--- src/rtl/parking_controller_p_if.sv ---
// Bus between the gate sensors and the lot display/billing side of the
// parking controller. The controller binds the slave modport; whatever drives
// the sensors and consumes the outputs binds the master modport.
//
// Handshake semantics: there is no valid/ready pair. car_enter / car_leave are
// level sensors, and each rising edge is one request. Every request is either
// accepted (a gate opens and the counters move) or rejected (entry_denied or
// exit_error pulses for exactly one cycle). Nothing is queued or retried.
interface parking_controller_p_if #(
    parameter int CNT_W    = 4,
    parameter int PROFIT_W = 8
);
    logic                car_enter;
    logic                car_leave;
    logic [CNT_W-1:0]    occupied;
    logic [CNT_W-1:0]    free_slots;
    logic                full;
    logic                empty;
    logic [PROFIT_W-1:0] profit;
    logic                gate_in_open;
    logic                gate_out_open;
    logic                entry_denied;
    logic                exit_error;
    logic [6:0]          seven_seg;
    // Debug view of the two gate FSM state registers (0 = IDLE, 1 = OPEN).
    logic                entry_state;
    logic                exit_state;

    modport slave (
        input  car_enter, car_leave,
        output occupied, free_slots, full, empty, profit,
               gate_in_open, gate_out_open, entry_denied, exit_error,
               seven_seg, entry_state, exit_state
    );

    modport master (
        output car_enter, car_leave,
        input  occupied, free_slots, full, empty, profit,
               gate_in_open, gate_out_open, entry_denied, exit_error,
               seven_seg, entry_state, exit_state
    );
endinterface

--- src/rtl/parking_controller_p.sv ---
// Parametrised parking-lot controller: occupancy tracking, timed entry/exit
// gates, a saturating fee accumulator and a hex display of free slots.
module parking_controller_p #(
    parameter int CAPACITY    = 8,
    parameter int CNT_W       = 4,
    parameter int FEE         = 2,
    parameter int PROFIT_W    = 8,
    parameter int GATE_CYCLES = 4
) (
    input logic                   clk,
    input logic                   reset,
    parking_controller_p_if.slave bus
);
    localparam logic [0:0] ST_IDLE = 1'b0;
    localparam logic [0:0] ST_OPEN = 1'b1;

    localparam int                  TMR_W      = (GATE_CYCLES > 1) ? $clog2(GATE_CYCLES) : 1;
    localparam logic [TMR_W-1:0]    TMR_LOAD   = TMR_W'(GATE_CYCLES - 1);
    localparam logic [CNT_W-1:0]    CAP        = CNT_W'(CAPACITY);
    localparam logic [PROFIT_W-1:0] PROFIT_MAX = '1;
    localparam logic [PROFIT_W:0]   FEE_EXT    = (PROFIT_W + 1)'(FEE);

    logic                enter_q, leave_q, armed;
    logic [CNT_W-1:0]    occupied;
    logic [PROFIT_W-1:0] profit;
    logic [0:0]          in_state, out_state;
    logic [TMR_W-1:0]    in_timer, out_timer;
    logic                entry_denied, exit_error;

    logic                enter_rise, leave_rise;
    logic                full, empty;
    logic                acc_in, acc_out;
    logic [PROFIT_W:0]   profit_sum;
    logic [CNT_W-1:0]    free_slots;
    logic [3:0]          digit;
    logic [6:0]          seg;

    // Sensor history for edge detection. armed is low only on the first cycle
    // after reset release, so a sensor already high at release (whose _q was
    // cleared by reset) is not mistaken for a fresh rising edge.
    always_ff @(posedge clk or negedge reset) begin
        if (!reset) begin
            enter_q <= 1'b0;
            leave_q <= 1'b0;
            armed   <= 1'b0;
        end else begin
            enter_q <= bus.car_enter;
            leave_q <= bus.car_leave;
            armed   <= 1'b1;
        end
    end

    assign enter_rise = armed & bus.car_enter & ~enter_q;
    assign leave_rise = armed & bus.car_leave & ~leave_q;
    assign full       = (occupied == CAP);
    assign empty      = (occupied == '0);

    // Exit is decided first so that a simultaneous departure can make room
    // for an arrival at a full lot.
    assign acc_out    = leave_rise & ~empty & (out_state == ST_IDLE);
    assign acc_in     = enter_rise & (in_state == ST_IDLE) & (~full | acc_out);
    assign profit_sum = {1'b0, profit} + FEE_EXT;

    // Occupancy, fee total and the registered reject pulses.
    always_ff @(posedge clk or negedge reset) begin
        if (!reset) begin
            occupied     <= '0;
            profit       <= '0;
            entry_denied <= 1'b0;
            exit_error   <= 1'b0;
        end else begin
            occupied     <= occupied + CNT_W'(acc_in) - CNT_W'(acc_out);
            entry_denied <= enter_rise & ~acc_in;
            exit_error   <= leave_rise & ~acc_out;
            if (acc_out) begin
                profit <= profit_sum[PROFIT_W] ? PROFIT_MAX : profit_sum[PROFIT_W-1:0];
            end
        end
    end

    // Entry gate: opens on an accepted arrival and stays open GATE_CYCLES cycles.
    always_ff @(posedge clk or negedge reset) begin
        if (!reset) begin
            in_state <= ST_IDLE;
            in_timer <= '0;
        end else if (in_state == ST_IDLE) begin
            if (acc_in) begin
                in_state <= ST_OPEN;
                in_timer <= TMR_LOAD;
            end
        end else if (in_timer == '0) begin
            in_state <= ST_IDLE;
        end else begin
            in_timer <= in_timer - TMR_W'(1);
        end
    end

    // Exit gate: same timing as the entry gate, triggered by accepted departures.
    always_ff @(posedge clk or negedge reset) begin
        if (!reset) begin
            out_state <= ST_IDLE;
            out_timer <= '0;
        end else if (out_state == ST_IDLE) begin
            if (acc_out) begin
                out_state <= ST_OPEN;
                out_timer <= TMR_LOAD;
            end
        end else if (out_timer == '0) begin
            out_state <= ST_IDLE;
        end else begin
            out_timer <= out_timer - TMR_W'(1);
        end
    end

    assign free_slots = CAP - occupied;
    assign digit      = 4'(free_slots);

    // Hex digit of free slots, segments {g,f,e,d,c,b,a}, active high.
    always_comb begin
        seg = 7'h00;
        case (digit)
            4'h0: seg = 7'h3F;
            4'h1: seg = 7'h06;
            4'h2: seg = 7'h5B;
            4'h3: seg = 7'h4F;
            4'h4: seg = 7'h66;
            4'h5: seg = 7'h6D;
            4'h6: seg = 7'h7D;
            4'h7: seg = 7'h07;
            4'h8: seg = 7'h7F;
            4'h9: seg = 7'h6F;
            4'hA: seg = 7'h77;
            4'hB: seg = 7'h7C;
            4'hC: seg = 7'h39;
            4'hD: seg = 7'h5E;
            4'hE: seg = 7'h79;
            4'hF: seg = 7'h71;
            default: seg = 7'h00;
        endcase
    end

    assign bus.occupied      = occupied;
    assign bus.free_slots    = free_slots;
    assign bus.full          = full;
    assign bus.empty         = empty;
    assign bus.profit        = profit;
    assign bus.gate_in_open  = (in_state == ST_OPEN);
    assign bus.gate_out_open = (out_state == ST_OPEN);
    assign bus.entry_denied  = entry_denied;
    assign bus.exit_error    = exit_error;
    assign bus.seven_seg     = seg;
    assign bus.entry_state   = in_state[0];
    assign bus.exit_state    = out_state[0];
endmodule

--- src/flat_wrapper.sv ---
// flat-port wrapper written by rule: the top's interface ports become plain ports
module parking_controller_p_flat 
#(
    parameter int CAPACITY    = 8,
    parameter int CNT_W       = 4,
    parameter int FEE         = 2,
    parameter int PROFIT_W    = 8,
    parameter int GATE_CYCLES = 4
)
  (clk, reset, bus_car_enter, bus_car_leave, bus_occupied, bus_free_slots, bus_full, bus_empty, bus_profit, bus_gate_in_open, bus_gate_out_open, bus_entry_denied, bus_exit_error, bus_seven_seg, bus_entry_state, bus_exit_state);
  parking_controller_p_if #(.CNT_W(CNT_W), .PROFIT_W(PROFIT_W)) bus_i ();
  input logic clk;
  input logic reset;
  input wire logic [$bits(bus_i.car_enter)-1:0] bus_car_enter;
  input wire logic [$bits(bus_i.car_leave)-1:0] bus_car_leave;
  output wire logic [$bits(bus_i.occupied)-1:0] bus_occupied;
  output wire logic [$bits(bus_i.free_slots)-1:0] bus_free_slots;
  output wire logic [$bits(bus_i.full)-1:0] bus_full;
  output wire logic [$bits(bus_i.empty)-1:0] bus_empty;
  output wire logic [$bits(bus_i.profit)-1:0] bus_profit;
  output wire logic [$bits(bus_i.gate_in_open)-1:0] bus_gate_in_open;
  output wire logic [$bits(bus_i.gate_out_open)-1:0] bus_gate_out_open;
  output wire logic [$bits(bus_i.entry_denied)-1:0] bus_entry_denied;
  output wire logic [$bits(bus_i.exit_error)-1:0] bus_exit_error;
  output wire logic [$bits(bus_i.seven_seg)-1:0] bus_seven_seg;
  output wire logic [$bits(bus_i.entry_state)-1:0] bus_entry_state;
  output wire logic [$bits(bus_i.exit_state)-1:0] bus_exit_state;
  assign bus_i.car_enter = bus_car_enter;
  assign bus_i.car_leave = bus_car_leave;
  assign bus_occupied = bus_i.occupied;
  assign bus_free_slots = bus_i.free_slots;
  assign bus_full = bus_i.full;
  assign bus_empty = bus_i.empty;
  assign bus_profit = bus_i.profit;
  assign bus_gate_in_open = bus_i.gate_in_open;
  assign bus_gate_out_open = bus_i.gate_out_open;
  assign bus_entry_denied = bus_i.entry_denied;
  assign bus_exit_error = bus_i.exit_error;
  assign bus_seven_seg = bus_i.seven_seg;
  assign bus_entry_state = bus_i.entry_state;
  assign bus_exit_state = bus_i.exit_state;
  parking_controller_p #(.CAPACITY(CAPACITY), .CNT_W(CNT_W), .FEE(FEE), .PROFIT_W(PROFIT_W), .GATE_CYCLES(GATE_CYCLES)) u_core (.clk(clk), .reset(reset), .bus(bus_i));
endmodule
--- config.mk ---
export PLATFORM = sky130hd
export DESIGN_NAME = parking_controller_p_flat
export DESIGN_NICKNAME = d
export VERILOG_FILES = /design/src/rtl/parking_controller_p_if.sv /design/src/rtl/parking_controller_p.sv /design/src/flat_wrapper.sv
export SDC_FILE = /design/constraint.sdc
export NUM_CORES = 1
export LEC_CHECK = 0
export CORE_ASPECT_RATIO = 1.1
export CORE_UTILIZATION = 44
export DETAILED_ROUTE_END_ITERATION = 10
export PLACE_DENSITY_LB_ADDON = 0.1
export SETUP_SLACK_MARGIN = 0.15
export SLEW_MARGIN = 20
export SYNTH_ARGS = -nofsm -noshare
export SYNTH_HDL_FRONTEND = slang
export SYNTH_SLANG_ARGS = --single-unit
--- constraint.sdc ---
create_clock -name clk -period 3.15 [get_ports clk]
set_clock_uncertainty 0.2 [all_clocks]
set_input_delay 0.63 -clock clk [delete_from_list [all_inputs] [get_ports clk]]
set_output_delay 0.63 -clock clk [all_outputs]
set_load 0.01 [all_outputs]
# ---- Word-level counts from Yosys, hierarchy flattened
# Memories as Yosys holds them, arrays and structs flattened.
# Index checks and enable logic that the tools add are counted.
dict set report totals {
  reg_bits 23
  romBits 112
  in_bits 4
  output_inout_bits 31
  wordCells 60
  memories 1
}
# name depth word_bits read_ports rd_ports_with_merged_regs write_ports line
set memory_table {}
lappend memory_table {{(name not given)} 16 7 1 0 0 parking_controller_p.sv:121} ;# case (digit)
dict set report classes {
  n_addsub 6
  n_eq_ne 3
  mux 13
  bitwise_logic 19
  n_reduce_logical 7
}
# cell n
set ops {}
lappend ops {{two-way mux 2 bit} 6}
lappend ops {{bitwise AND 1 bit} 10}
lappend ops {{adder 8 x 2 -> 9 bit, second input constant} 1}
lappend ops {{two-way mux 8 bit} 1}
lappend ops {{NOT 1 bit} 8}
lappend ops {{two-way mux 1 bit} 6}
lappend ops {{adder 4 x 1 -> 4 bit} 1}
lappend ops {{== test 4 bit, second input constant} 1}
lappend ops {{zero test 2 bit} 2}
lappend ops {{zero test 4 bit} 1}
lappend ops {{!= test 2 bit, second input constant} 2}
lappend ops {{AND reduction 2 bit} 2}
lappend ops {{nonzero test 2 bit} 2}
lappend ops {{subtractor 2 x 1 -> 2 bit, second input constant} 2}
lappend ops {{subtractor 4 x 1 -> 4 bit} 1}
lappend ops {{subtractor 4 bit, first input constant} 1}
lappend ops {{OR 1 bit} 1}

# ---- Depth between registers and ports, before layout
# Gate-level depths: netlist (run 1).
dict set report logic_depth {
  word_depth 8
  depth_mapped 14
  depth_no_buf 12
}

# ---- Least setup slack after synthesis (run 1)
# No wires, ideal clock.
dict set report synth_timing {
  kind {register -> register}
  from {register u_core.occupied[1] (netlist: u_core.bus.occupied[1])}
  to {register u_core.occupied[2] (netlist: u_core.bus.occupied[2])}
  setup_ps 123
  t_arrival_ps 2716
  t_required_ps 2827
  path_slack_ps 111
  path_stages_with_launch 14
  path_buffers 2
  path_cell_list {dfrtp_1 > inv_1 > ha_1 > and2_4 > or3_1 > buf_6 > inv_6 > buf_12 > ha_1 > inv_1 > ha_1 > inv_1 > fa_1 > xor2_1}
}
dict set report synth_via {
  elab_chain_cells 8
}
# element line
set synth_rtl {}
lappend synth_rtl {{start: declaration} parking_controller_p.sv:24} ;# logic [CNT_W-1:0] occupied;
lappend synth_rtl {{start signal: assignment} parking_controller_p.sv:72} ;# occupied <= occupied + CNT_W'(acc_in) - CNT_W'(acc_out);
lappend synth_rtl {{zero test 4 bit *} parking_controller_p.sv:56} ;# assign empty = (occupied == '0);
lappend synth_rtl {{named net bus_empty} flat_wrapper.sv:19} ;# output wire logic [$bits(bus_i.empty)-1:0] bus_empty;
lappend synth_rtl {{NOT 1 bit *} parking_controller_p.sv:60} ;# assign acc_out = leave_rise & ~empty & (out_state == ST_IDLE);
lappend synth_rtl {{bitwise AND 1 bit * (2 in series)} parking_controller_p.sv:60}
lappend synth_rtl {{named net u_core.acc_out} parking_controller_p.sv:32} ;# logic acc_in, acc_out;
lappend synth_rtl {{OR 1 bit} parking_controller_p.sv:61} ;# assign acc_in = enter_rise & (in_state == ST_IDLE) & (~full | acc_out);
lappend synth_rtl {{bitwise AND 1 bit} parking_controller_p.sv:61}
lappend synth_rtl {{adder 4 x 1 -> 4 bit} parking_controller_p.sv:72}
lappend synth_rtl {{subtractor 4 x 1 -> 4 bit *} parking_controller_p.sv:72}
# The timed path passes the listed nets; every way through them passes the cells marked *.
# A chain may end at the register's enable or synchronous reset.

# ---- Worst setup path in the final report (run 1)
dict set report layout_timing {
  from {register u_core.occupied[0] (netlist: u_core.bus.occupied[0])}
  to {output port bus_seven_seg[3]}
}
dict set report layout_via {
  elab_chain_cells 2
}
# element line
set layout_rtl {}
lappend layout_rtl {{subtractor 4 bit} parking_controller_p.sv:115} ;# assign free_slots = CAP - occupied;
lappend layout_rtl {{memory (16 x 7 bit)} -}
lappend layout_rtl {{end: declaration} flat_wrapper.sv:25} ;# output wire logic [$bits(bus_i.seven_seg)-1:0] bus_seven_seg;
# No other way between the ends.

==> summary.txt, run 1 <==
Global route
  • Total grt overflow: 0
  • Total GRT Usage: between 10% and 20%
  • Largest net degree at the start of global routing: 24
  • Number of global-route vias before repair: between 1000 and 1500
  • First-pass GRT wire length: around 5 mm
  • Initial antenna violation count: 0

Power
  • Maximum vdd drop: about 500 uV
  • Final Total Pwr: 2.28 mW
  • Leak pwr: approximately 0.95 nW
  • PD cells: approximately 1200 nW/um2

Critical path
  • CP required: approximately 2.3 ns
  • Critical Path Source: u_core.bus.occupied[0]
  • Max FO, Critical Path: 3
  • CP endpoint kind: output pin
  • Reg-to-Reg Start: u_core.bus.occupied[2]
  • Startpoint Class: flop
  • Worst Setup Path Type: reg -> out
  • CP arrival: ~2 ns

Finish
  • Multi-input gate area: between 700 and 800 um2
  • FF/Latch Area: between 500 and 600 um2
  • Most common cell after layout, fill and taps aside: clkdlybuf4s50_1
  • Share of post-route cells with drive strength above 1: a little under a fifth
  • Area Growth Syn to Fin: 34.8%
  • # fillers: roughly 270
  • # nets final: 219
  • Design area: 1970 um2
  • Most frequent cells in the layout: 27 x clkdlybuf4s50_1, 20 x dfrtp_1, 16 x ha_1
  • Antenna cells: 0

Worst hold path
  • Min-delay src: u_core.bus.profit[0]
  • Hold/Removal Path Class: reg -> reg

Drt
  • DRT Pass-1 Iters: 7
  • Routed WL per cell: around 13 um
  • DR iter-0 viols: 21
  • Detail-routed via count per cell: approximately 5
  • # DRC: 4
  • Final WL: 2.88 mm
  • Antenna Nets Post-Route: 0
  • Vias: 1174

Clock tree
  • H-tree depth: 1
  • CTS buffer count: 3
  • Clock buffer depth: 2
  • Root Driver: clkbuf_4
  • # hold bufs at CTS: 0
  • Skew-Pair Late Insertion Delay: roughly 0.30 ns
  • CTS tree: done
  • Clk sinks: 23
  • Clk pin slew, worst setup/hold paths: approximately 0.11 ns

Place
  • Placed Area: 1860 um2
  • Hpwl dp: 2.19 mm
  • Pre-CTS setup slack: around 0.048 ns
  • PortBufs: 34
  • Final GP Congestion: about 0.82

Synth
  • Post-synthesis adder-cell area fraction: approximately 16%
  • Largest family of logic cells by synthesized area: simple AND/OR/NAND/NOR gates
  • Syn_area_per_cell: roughly 10 um2
  • Syn Inst Count: 148
  • Synth Area in Compound Gates: under 10%
  • Prevailing post-synth register cell: dfrtp_1
  • Post-synthesis simple-gate area fraction: between 10% and 20%
  • Synthesized cell area: around 1500 um2
  • Seq/Total Area, Yosys: 39.3%
  • Number of synthesized register bits: 23
  • Ys Warns: 0
  • Post-synth ARST share: 100%
  • Unique masters post-synth: 42
  • Xor and xnor area share after synthesis: approximately 3.5%
  • Syn Nets: 170
  • Post-synthesis mux area share: 5.56%
  • EDFF count, synth: 0

Job
  • Max-cap violations: 0

STA
  • Final WS setup: about 0.28 ns
  • Clock period minus worst slack: between 2 and 3 ns
  • Final worst path period share: between 90% and 100%
  • RSZ-0062 raised after global routing: no
  • Max Freq: ~350 MHz
  • Hold Violations, Final: 0
  • Final setup viols: 0
  • Final slew viol count: 0

Floorplan
  • Die X: 57.0 um
  • Die Span Y: 62.5 um
  • Die area: between 3000 and 4000 um2
  • Core area: just over 3000 um2
  • Initial Util: 47.2%
  • IO Pins: 35
  • Row count: 21

Outcome
  • Status: finished, violations left
  • Failing checks: design-rule violations
[report_power, final]
part,total (mW),switching (mW),internal (mW)
clock,0.129,0.0795,0.0493
combinational,1.66,0.774,0.884
sequential,0.498,0.0971,0.401
[critical path: stages (launching register included)]
cell             delay [ns]
dfrtp_2                0.43
buf_4                  0.14
nand2b_1               0.16
xnor2_2                0.16
inv_2                  0.08
mux4_2                 0.48
inv_1                  0.06
clkdlybuf4s15_1        0.23
[sequential cells by signal, indices dropped and copies added, names as in the netlist]
signal / count
u_core.bus.exit_error: 1
u_core.bus.entry_state: 1
u_core.out_timer: 2
u_core.enter_q: 1
u_core.leave_q: 1
u_core.bus.exit_state: 1
u_core.bus.profit: 8
u_core.bus.occupied: 4
u_core.in_timer: 2
u_core.bus.entry_denied: 1
u_core.armed: 1
[area by class of cell]
type                    instances  share of cell area (%)
repair buffers                 49                    23.2
clock buffers                   4                    1.33
well taps                      34                    2.16
inverters                      17                    3.62
multi-input cells             103                    40.4
flip-flops and latches         23                    29.4
[layer usage]
metal	track usage (%)	wire length, um	vias to the layer above
li1	-	-	590
met1	24.6	1300	546
met2	29.0	1370	34
met3	2.48	167	4
met4	4.57	46	0
met5	0	0	-
[synthesized netlist by cell type (2+ instances only)]
cell type,instances,area share [%]
dfrtp_1,23,39
ha_1,17,15
inv_1,14,3.6
nor2_1,14,3.6
nand2_1,11,2.8
a21oi_1,10,3.4
nor3_1,7,2.4
buf_4,3,1.5
nand2b_1,3,1.3
o21ai_0,3,1.0
or3_1,3,1.3
xor2_1,3,1.8
a31oi_1,2,0.86
and2_1,2,0.86
and3_1,2,0.86
inv_2,2,0.51
mux2_2,2,1.5
nand3_1,2,0.68
nand3b_1,2,1.0
[worst paths after layout]
kind                            slack (ns)  depth (start not counted)                endpoint
max in group asynchronous             2.02                          2  u_core.bus.occupied[2]
worst max-delay path                  0.28                          7        bus_seven_seg[3]
worst min-delay path                  0.28                          1    u_core.bus.profit[0]
min in group asynchronous             0.48                          2  u_core.bus.occupied[3]
worst max register to register        0.33                         11  u_core.bus.occupied[2]
worst min register to register        0.28                          1    u_core.bus.profit[0]
[stage by stage]
stage	util, %	setup TNS (ns)	std cells	hold slack, ns
2_1_floorplan	-	0	148	0.134
3_3_place_gp	60.0	0	220	0.241
3_5_place_dp	60.0	0	220	0.251
4_1_cts	61.7	-0.0538	225	0.284
5_1_grt	63.6	0	230	0.297
6_report	63.6	0	230	0.276
[repair_timing]
item | in CTS | in global routing
pin swaps | 1 | 2
setup endpoints to repair | 7 | 7
cloned | 0 | 0
setup buffers | 1 | 5
gates resized for setup | 8 | 9
[cell families after synthesis]
family	Yosys count
AND/OR/NAND/NOR	52
flip-flops	23
buffers and inverters	22
AO/OA/AOI/OAI	21
adder cells (fa/ha/maj)	18
multiplexers	6
XOR/XNOR	5
other	1
Note: power is estimated with default switching activity, not from simulation.
==> inputs of run 2 (changes only) <==
TNS_END_PERCENT = 20   (was not set)
==> summary.txt, run 2 (synthesis gave the netlist of run 1 again) <==
Outcome
  • Status: finished, violations left
  • Failing checks: design-rule violations

Finish
  • Most common cell after layout, fill and taps aside: clkdlybuf4s50_1
  • Final core occ: 62.0% (-1.6 points)
  • FF/Latch Area: 579 um2 (unchanged)
  • Multi-input gate area: 796 um2 (unchanged)
  • # fillers: 278 (+1.5%)
  • Finished Layout Cells: 225 (-2.2%)
  • Share of post-route cells with drive strength above 1: 16.2% (-2.6 points)
  • Design area: 1920 um2 (-2.5%)
  • Antenna cells: 0 (unchanged)
  • Max reg flops: 8 (unchanged)
  • Area Growth Syn to Fin: 31.5%
  • Most frequent cells in the layout: 27 x clkdlybuf4s50_1, 20 x dfrtp_1, 16 x ha_1
  • Top Registers: u_core.bus.profit: 8 flops, u_core.bus.occupied: 4 flops
  • # nets final: 214 (-2.3%)
  • Largest Register: u_core.bus.profit

Clock tree
  • Clk pin slew, worst setup/hold paths: 0.11 ns (about the same)
  • Clk sinks: 23 (unchanged)
  • H-tree depth: 1 (unchanged)
  • CTS tree: done
  • Skew-Pair Late Insertion Delay: 0.30 ns (about the same)
  • Clock buffer depth: 2 (unchanged)
  • Root Driver: clkbuf_4
  • CTS buffer count: 3 (unchanged)

STA
  • WHS: 0.275 ns (-0.000496 ns)
  • Clock period minus worst slack: 2.97 ns (+0.105 ns)
  • Hold Violations, Final: 0 (unchanged)
  • Final slew viol count: 0 (unchanged)
  • RSZ-0062 raised after global routing: yes
  • Final setup viols: 0 (unchanged)
  • Final worst path period share: 94.4% (+3.3 points)
  • Max Freq: 336 MHz (-3.5%)

Place
  • Placed Area: 1860 um2 (unchanged)
  • Post-Place Cells: 220 (unchanged)
  • PortBufs: 34 (unchanged)
  • Hpwl dp: 2.19 mm (unchanged)
  • Final GP Congestion: 0.817 (unchanged)

Global route
  • First-pass GRT wire length: 5.04 mm (+0.12%)
  • Total GRT Usage: 17.7% (+0.044 points)
  • M2 GR Usage: 29.0% (unchanged)
  • Busiest grt layer: met2
  • GRT met3 Usage: 2.48% (unchanged)
  • Largest net degree at the start of global routing: 24 (unchanged)
  • GR Util met1: 24.7% (+0.13 points)
  • Initial antenna violation count: 0 (unchanged)
  • Number of global-route vias before repair: 1117 (-0.18%)
  • Total grt overflow: 0 (unchanged)

Critical path
  • CP required: 2.32 ns (about the same)
  • Top cell by count, worst path: inv_2
  • R2r worst-path depth: 11 (unchanged)
  • CP arrival: 2.14 ns (+0.10 ns)
  • Crit-path cells: inv_2, ha_1, nand2b_1, xnor2_2, inv_2, buf_4, and2_0, a211o_2, dlygate4sd2_1
  • CP top delay family: buffers and inverters
  • Critical Path Stages: 9 (+2)
  • Max incr delay on CP: 0.42 ns (-0.06 ns)
  • Worst Setup Path Type: reg -> out
  • Startpoint Class: flop
  • CP bufs+invs: 4 (unchanged)
  • Max FO, Critical Path: 8 (+5)
  • Crit path max-delay cell type: dfrtp_2
  • CP endpoint kind: output pin

Drt
  • Detail-routed via count per cell: 5.17 (+1.3%)
  • Routed WL per cell: 12.4 um (-1.2%)
  • DR iter-0 viols: 26 (+24%)
  • # DRC: 4 (unchanged)
  • Vias: 1163 (-0.94%)
  • DRT Pass-1 Iters: 7 (unchanged)
  • Final WL: 2.78 mm (-3.4%)
  • Antenna Nets Post-Route: 0 (unchanged)

Power
  • Leak pwr: 0.908 nW (-4.3%)
  • PD cells: 1140 nW/um2 (-1.7%)
  • Final Total Pwr: 2.19 mW (-4.1%)
  • Maximum vdd drop: 490 uV (-1.9%)

Floorplan
  • Row count: 21 (unchanged)
  • Die X: 57.0 um (unchanged)
  • Initial Util: 47.2% (unchanged)
  • Core area: 3100 um2 (unchanged)
  • IO Pins: 35 (unchanged)
  • Die Span Y: 62.5 um (unchanged)
  • Die area: 3560 um2 (unchanged)

Worst hold path
  • Hold/Removal Path Class: reg -> reg
  • Worst hold stages: 1 (unchanged)

Job
  • Max-cap violations: 0 (unchanged)
[run 2: changes by cell type in the layout (fill, tap and decap cells not counted), sizes merged]
cell,before,now
dlymetal6s2s,4,1
buf,15,10
clkbuf,5,4
dlygate4sd2,1,6
clkdlybuf4s15,1,0
[run 2: path summary, 6_finish.rpt]
path | slack (ns) | to | startpoint
max | 0.18 | bus_seven_seg[5] | u_core.bus.occupied[1]
min | 0.28 | u_core.bus.profit[0] | u_core.bus.profit[0]
max reg2reg | 0.34 | u_core.bus.occupied[2] | u_core.bus.occupied[2]
min reg2reg | 0.28 | u_core.bus.profit[0] | u_core.bus.profit[0]
max in group asynchronous | 2.02 | u_core.bus.occupied[0] | reset
min in group asynchronous | 0.47 | u_core.bus.occupied[3] | reset
[run 2: per-stage QoR]
stage          setup slack [ns]  TNS (ns)
2_1_floorplan             0.216         0
3_3_place_gp             0.0905         0
3_5_place_dp             0.0485         0
4_1_cts                 -0.0256   -0.0256
5_1_grt                0.000162         0
6_report                  0.176         0
[run 2: area by class of cell]
cell class	count	share of cell area (%)
clock buffers	4	1.37
repair buffers	44	21.3
inverters	17	3.58
flip-flops and latches	23	30.1
well taps	34	2.21
multi-input cells	103	41.4
[run 2: worst register-to-register path, cell delays in order, from the launching register on]
cell	delay, ns
dfrtp_2	0.38
inv_1	0.05
buf_4	0.15
ha_1	0.19
and2_4	0.16
or3_1	0.44
a211o_1	0.34
inv_1	0.07
ha_1	0.16
inv_1	0.05
fa_1	0.37
xor2_1	0.17
[run 2: report_power, final]
| part | leakage [nW] | internal [mW] | switching [mW] |
|---|---|---|---|
| Combinational | 0.615 | 0.811 | 0.750 |
| Clock | 0.0150 | 0.0493 | 0.0784 |
| Sequential | 0.278 | 0.401 | 0.101 |
[run 2: repair_timing]
item / 4_1_cts / 5_1_grt
cloned: 0 / 0
hold buffers: 0 / 0
pin swaps: 0 / 0
setup endpoints to repair: 7 / 5
buffers inserted: 1 / 0
gates resized for setup: 12 / 1
[run 2: routing by layer]
| metal | vias to the layer above | routed length [um] |
|---|---|---|
| met1 | 549 | 1280 |
| met2 | 30 | 1350 |
| met3 | 2 | 137 |
| met5 | - | 0 |
| met4 | 0 | 17 |
| li1 | 582 | - |
==> inputs of run 3 (changes only) <==
GPL_TIMING_DRIVEN = 1   (was not set)
clock period = 2.5 ns   (was 3.15 ns; I/O delays follow)
==> summary.txt, run 3 (synthesis gave the netlist of run 1 again) <==
Global route
  • Initial antenna violation count: 0 (unchanged)
  • Largest net degree at the start of global routing: 24 (unchanged)
  • Total GRT Usage: 20.6% (+2.8 points)
  • Number of global-route vias before repair: 1271 (+14%)
  • First-pass GRT wire length: 5.80 mm (+15%)
  • Total grt overflow: 0 (unchanged)

Critical path
  • Startpoint Class: flop
  • Critical Path Stages: 13 (+4)
  • Worst Setup Path Type: reg -> reg
  • CP endpoint kind: flop
  • Max FO, Critical Path: 4 (-4)
  • Top cell by count, worst path: ha_4
  • CP endpoint: u_core.bus.occupied[1]
  • CP arrival: 2.68 ns (+0.54 ns)
  • Max incr delay on CP: 0.51 ns (+0.09 ns)
  • Crit path max-delay cell type: fa_2
  • RR Endpoint: u_core.bus.occupied[1]
  • Critical Path Source: u_core.bus.occupied[1]
  • CP bufs+invs: 7 (+3)
  • CP top delay family: adder cells
  • Crit-path cells: inv_4, buf_6, ha_4, and2_4, or3_4, buf_6, inv_6, ha_4, inv_2, ha_4, inv_2, fa_2, inv_1
  • Reg-to-Reg Start: u_core.bus.occupied[1]
  • R2r worst-path depth: 13 (+2)
  • Reg2Reg Setup Slack: -0.15 ns (-0.49 ns)
  • CP required: 2.53 ns (+0.21 ns)

STA
  • RSZ-0062 raised after global routing: yes
  • Final slew viol count: 0 (unchanged)
  • Final WS setup: -0.154 ns (-0.331 ns)
  • Clock period minus worst slack: around 2.7 ns
  • Max Freq: around 380 MHz
  • Final setup viols: 9 (+9)
  • Hold Violations, Final: 0 (unchanged)
  • Final worst path period share: 106%

Finish
  • Area Growth Syn to Fin: 48.3%
  • Most frequent cells in the layout: 22 x clkdlybuf4s50_1, 20 x buf_4, 20 x dfrtp_1
  • Largest Register: u_core.bus.profit
  • Finished Layout Cells: 242 (+7.6%)
  • Top Registers: u_core.bus.profit: 8 flops, u_core.bus.occupied: 4 flops
  • Max reg flops: 8 (unchanged)
  • # fillers: 251 (-9.7%)
  • # nets final: 231 (+7.9%)
  • Share of post-route cells with drive strength above 1: 37.0% (+21 points)
  • Antenna cells: 0 (unchanged)
  • Most common cell after layout, fill and taps aside: clkdlybuf4s50_1

Floorplan
  • Row count: 21 (unchanged)
  • IO Pins: 35 (unchanged)
  • Die X: 57.0 um (unchanged)
  • Core area: 3100 um2 (unchanged)
  • Initial Util: 47.2% (unchanged)
  • Die area: 3560 um2 (unchanged)
  • Die Span Y: 62.5 um (unchanged)

Place
  • Pre-CTS setup slack: -0.417 ns (-0.466 ns)
  • Post-Place Cells: 234 (+6.4%)
  • PortBufs: 34 (unchanged)
  • Final GP Congestion: 0.784 (-4.0%)
  • Hpwl dp: 2.38 mm (+8.5%)

Power
  • Clock network fraction of design power: 5.3% (-0.5 points)
  • Net load switching power: 1.42 mW (+53%)
  • Sw frac: 42.8% (+0.37 points)
  • Int Power: 1.90 mW (+51%)
  • Leak pwr: 1.03 nW (+14%)
  • Combinational Power Share: 75.8% (+4.5 points)
  • Sequential power share: 18.9% (-4.0 points)
  • Maximum vdd drop: 659 uV (+34%)
  • PD cells: 1530 nW/um2 (+34%)
  • Final Total Pwr: 3.32 mW (+52%)

Outcome
  • Status: finished, violations left
  • Failing checks: design-rule violations, negative setup slack

Drt
  • DR iter-0 viols: 37 (+42%)
  • DRT Pass-1 Iters: 7 (unchanged)
  • Routed WL per cell: 13.3 um (+7.2%)
  • # DRC: 6 (+2)
  • Antenna Nets Post-Route: 0 (unchanged)
  • Final WL: 3.21 mm (+15%)
  • Vias: 1228 (+5.6%)
  • Detail-routed via count per cell: 5.07 (-1.8%)

Worst hold path
  • Hold/Removal Path Class: reg -> reg

Clock tree
  • # hold bufs at CTS: 0 (unchanged)
  • Skew-Pair Late Insertion Delay: 0.31 ns (about the same)
  • Clock buffer depth: 2 (unchanged)
  • H-tree depth: 1 (unchanged)
  • Root Driver: clkbuf_4
  • Clk sinks: 23 (unchanged)
  • CTS buffer count: 3 (unchanged)
  • CTS tree: done
  • Clk pin slew, worst setup/hold paths: 0.13 ns (+0.02 ns)

Job
  • Max-cap violations: 0 (unchanged)
run 3: cell count changes in the layout (fill, tap and decap cells not counted), sizes merged:
cell           previous run  this run
clkinvlp                  0         1
buf                      10        35
clkdlybuf4s50            27        22
dlymetal6s2s              1         0
dlygate4sd2               6         3
run 3: power groups by stage:
stage / registers, mW / clock network (mW) / logic [mW]
global route: 0.652 / 0.203 / 2.79
finish: 0.628 / 0.176 / 2.52
detailed placement: 0.634 / 0 / 2.24
CTS: 0.628 / 0.186 / 2.31
floorplan: 0.684 / 0 / 1.10
global placement: 0.629 / 0 / 2.17
run 3: worst register-to-register path, cell delays in order, from the launching register on:
cell	delay, ns
dfrtp_2	0.41
inv_4	0.04
buf_6	0.12
ha_4	0.18
and2_4	0.16
or3_4	0.33
buf_6	0.14
inv_6	0.05
ha_4	0.18
inv_2	0.06
ha_4	0.12
inv_2	0.03
fa_2	0.51
inv_1	0.04
run 3: through the flow:
step / instance area [um2] / setup TNS, ns / hold slack [ns] / util [%]
after floorplan: 1510 / -0.519 / 0.00441 / -
after global placement: 2010 / -2.06 / 0.239 / 64.9
after detailed placement: 2010 / -2.60 / 0.248 / 64.9
after CTS: 2110 / -0.988 / 0.280 / 68.1
after global routing: 2170 / -1.97 / 0.304 / 70.0
final: 2170 / -0.854 / 0.278 / 70.0
run 3: layout make-up:
type | count | area (um2) | share of cell area [%]
multi-input combinational | 103 | 911 | 42.0
sequential | 23 | 579 | 26.7
timing repair buffer | 61 | 533 | 24.6
inverter | 17 | 73.8 | 3.40
tap | 34 | 42.5 | 1.96
clock buffer | 3 | 22.5 | 1.04
clock inverter | 1 | 7.51 | 0.346
run 3: worst min path at each step:
| stage | start | to | slack, ns | cells past startpoint |
|---|---|---|---|---|
| 6_report | u_core.bus.profit[0] | u_core.bus.profit[0] | 0.28 | 1 |
| 5_1_grt | u_core.bus.profit[0] | u_core.bus.profit[0] | 0.30 | 1 |
| 4_1_cts | u_core.bus.profit[0] | u_core.bus.profit[0] | 0.28 | 1 |
| 3_5_place_dp | u_core.bus.profit[0] | u_core.bus.profit[0] | 0.25 | 1 |
| 3_3_place_gp | u_core.bus.profit[0] | u_core.bus.profit[0] | 0.24 | 1 |
| 2_1_floorplan | reset | u_core.armed | 0.004 | 0 |
run 3: timing repair:
item                                    CTS  global route
buffers inserted                          3             1
resized for setup                        51            15
endpoints found under the hold margin     0             0
endpoints found under the setup margin   17            16
pin swaps                                 6             6
run 3: metal layers:
layer | GRT usage [%] | wire (um) | up-vias
met5 | 0 | 0 | -
met3 | 2.69 | 123 | 8
met2 | 35.0 | 1600 | 29
li1 | - | - | 612
met1 | 26.7 | 1410 | 579
met4 | 7.01 | 76 | 0
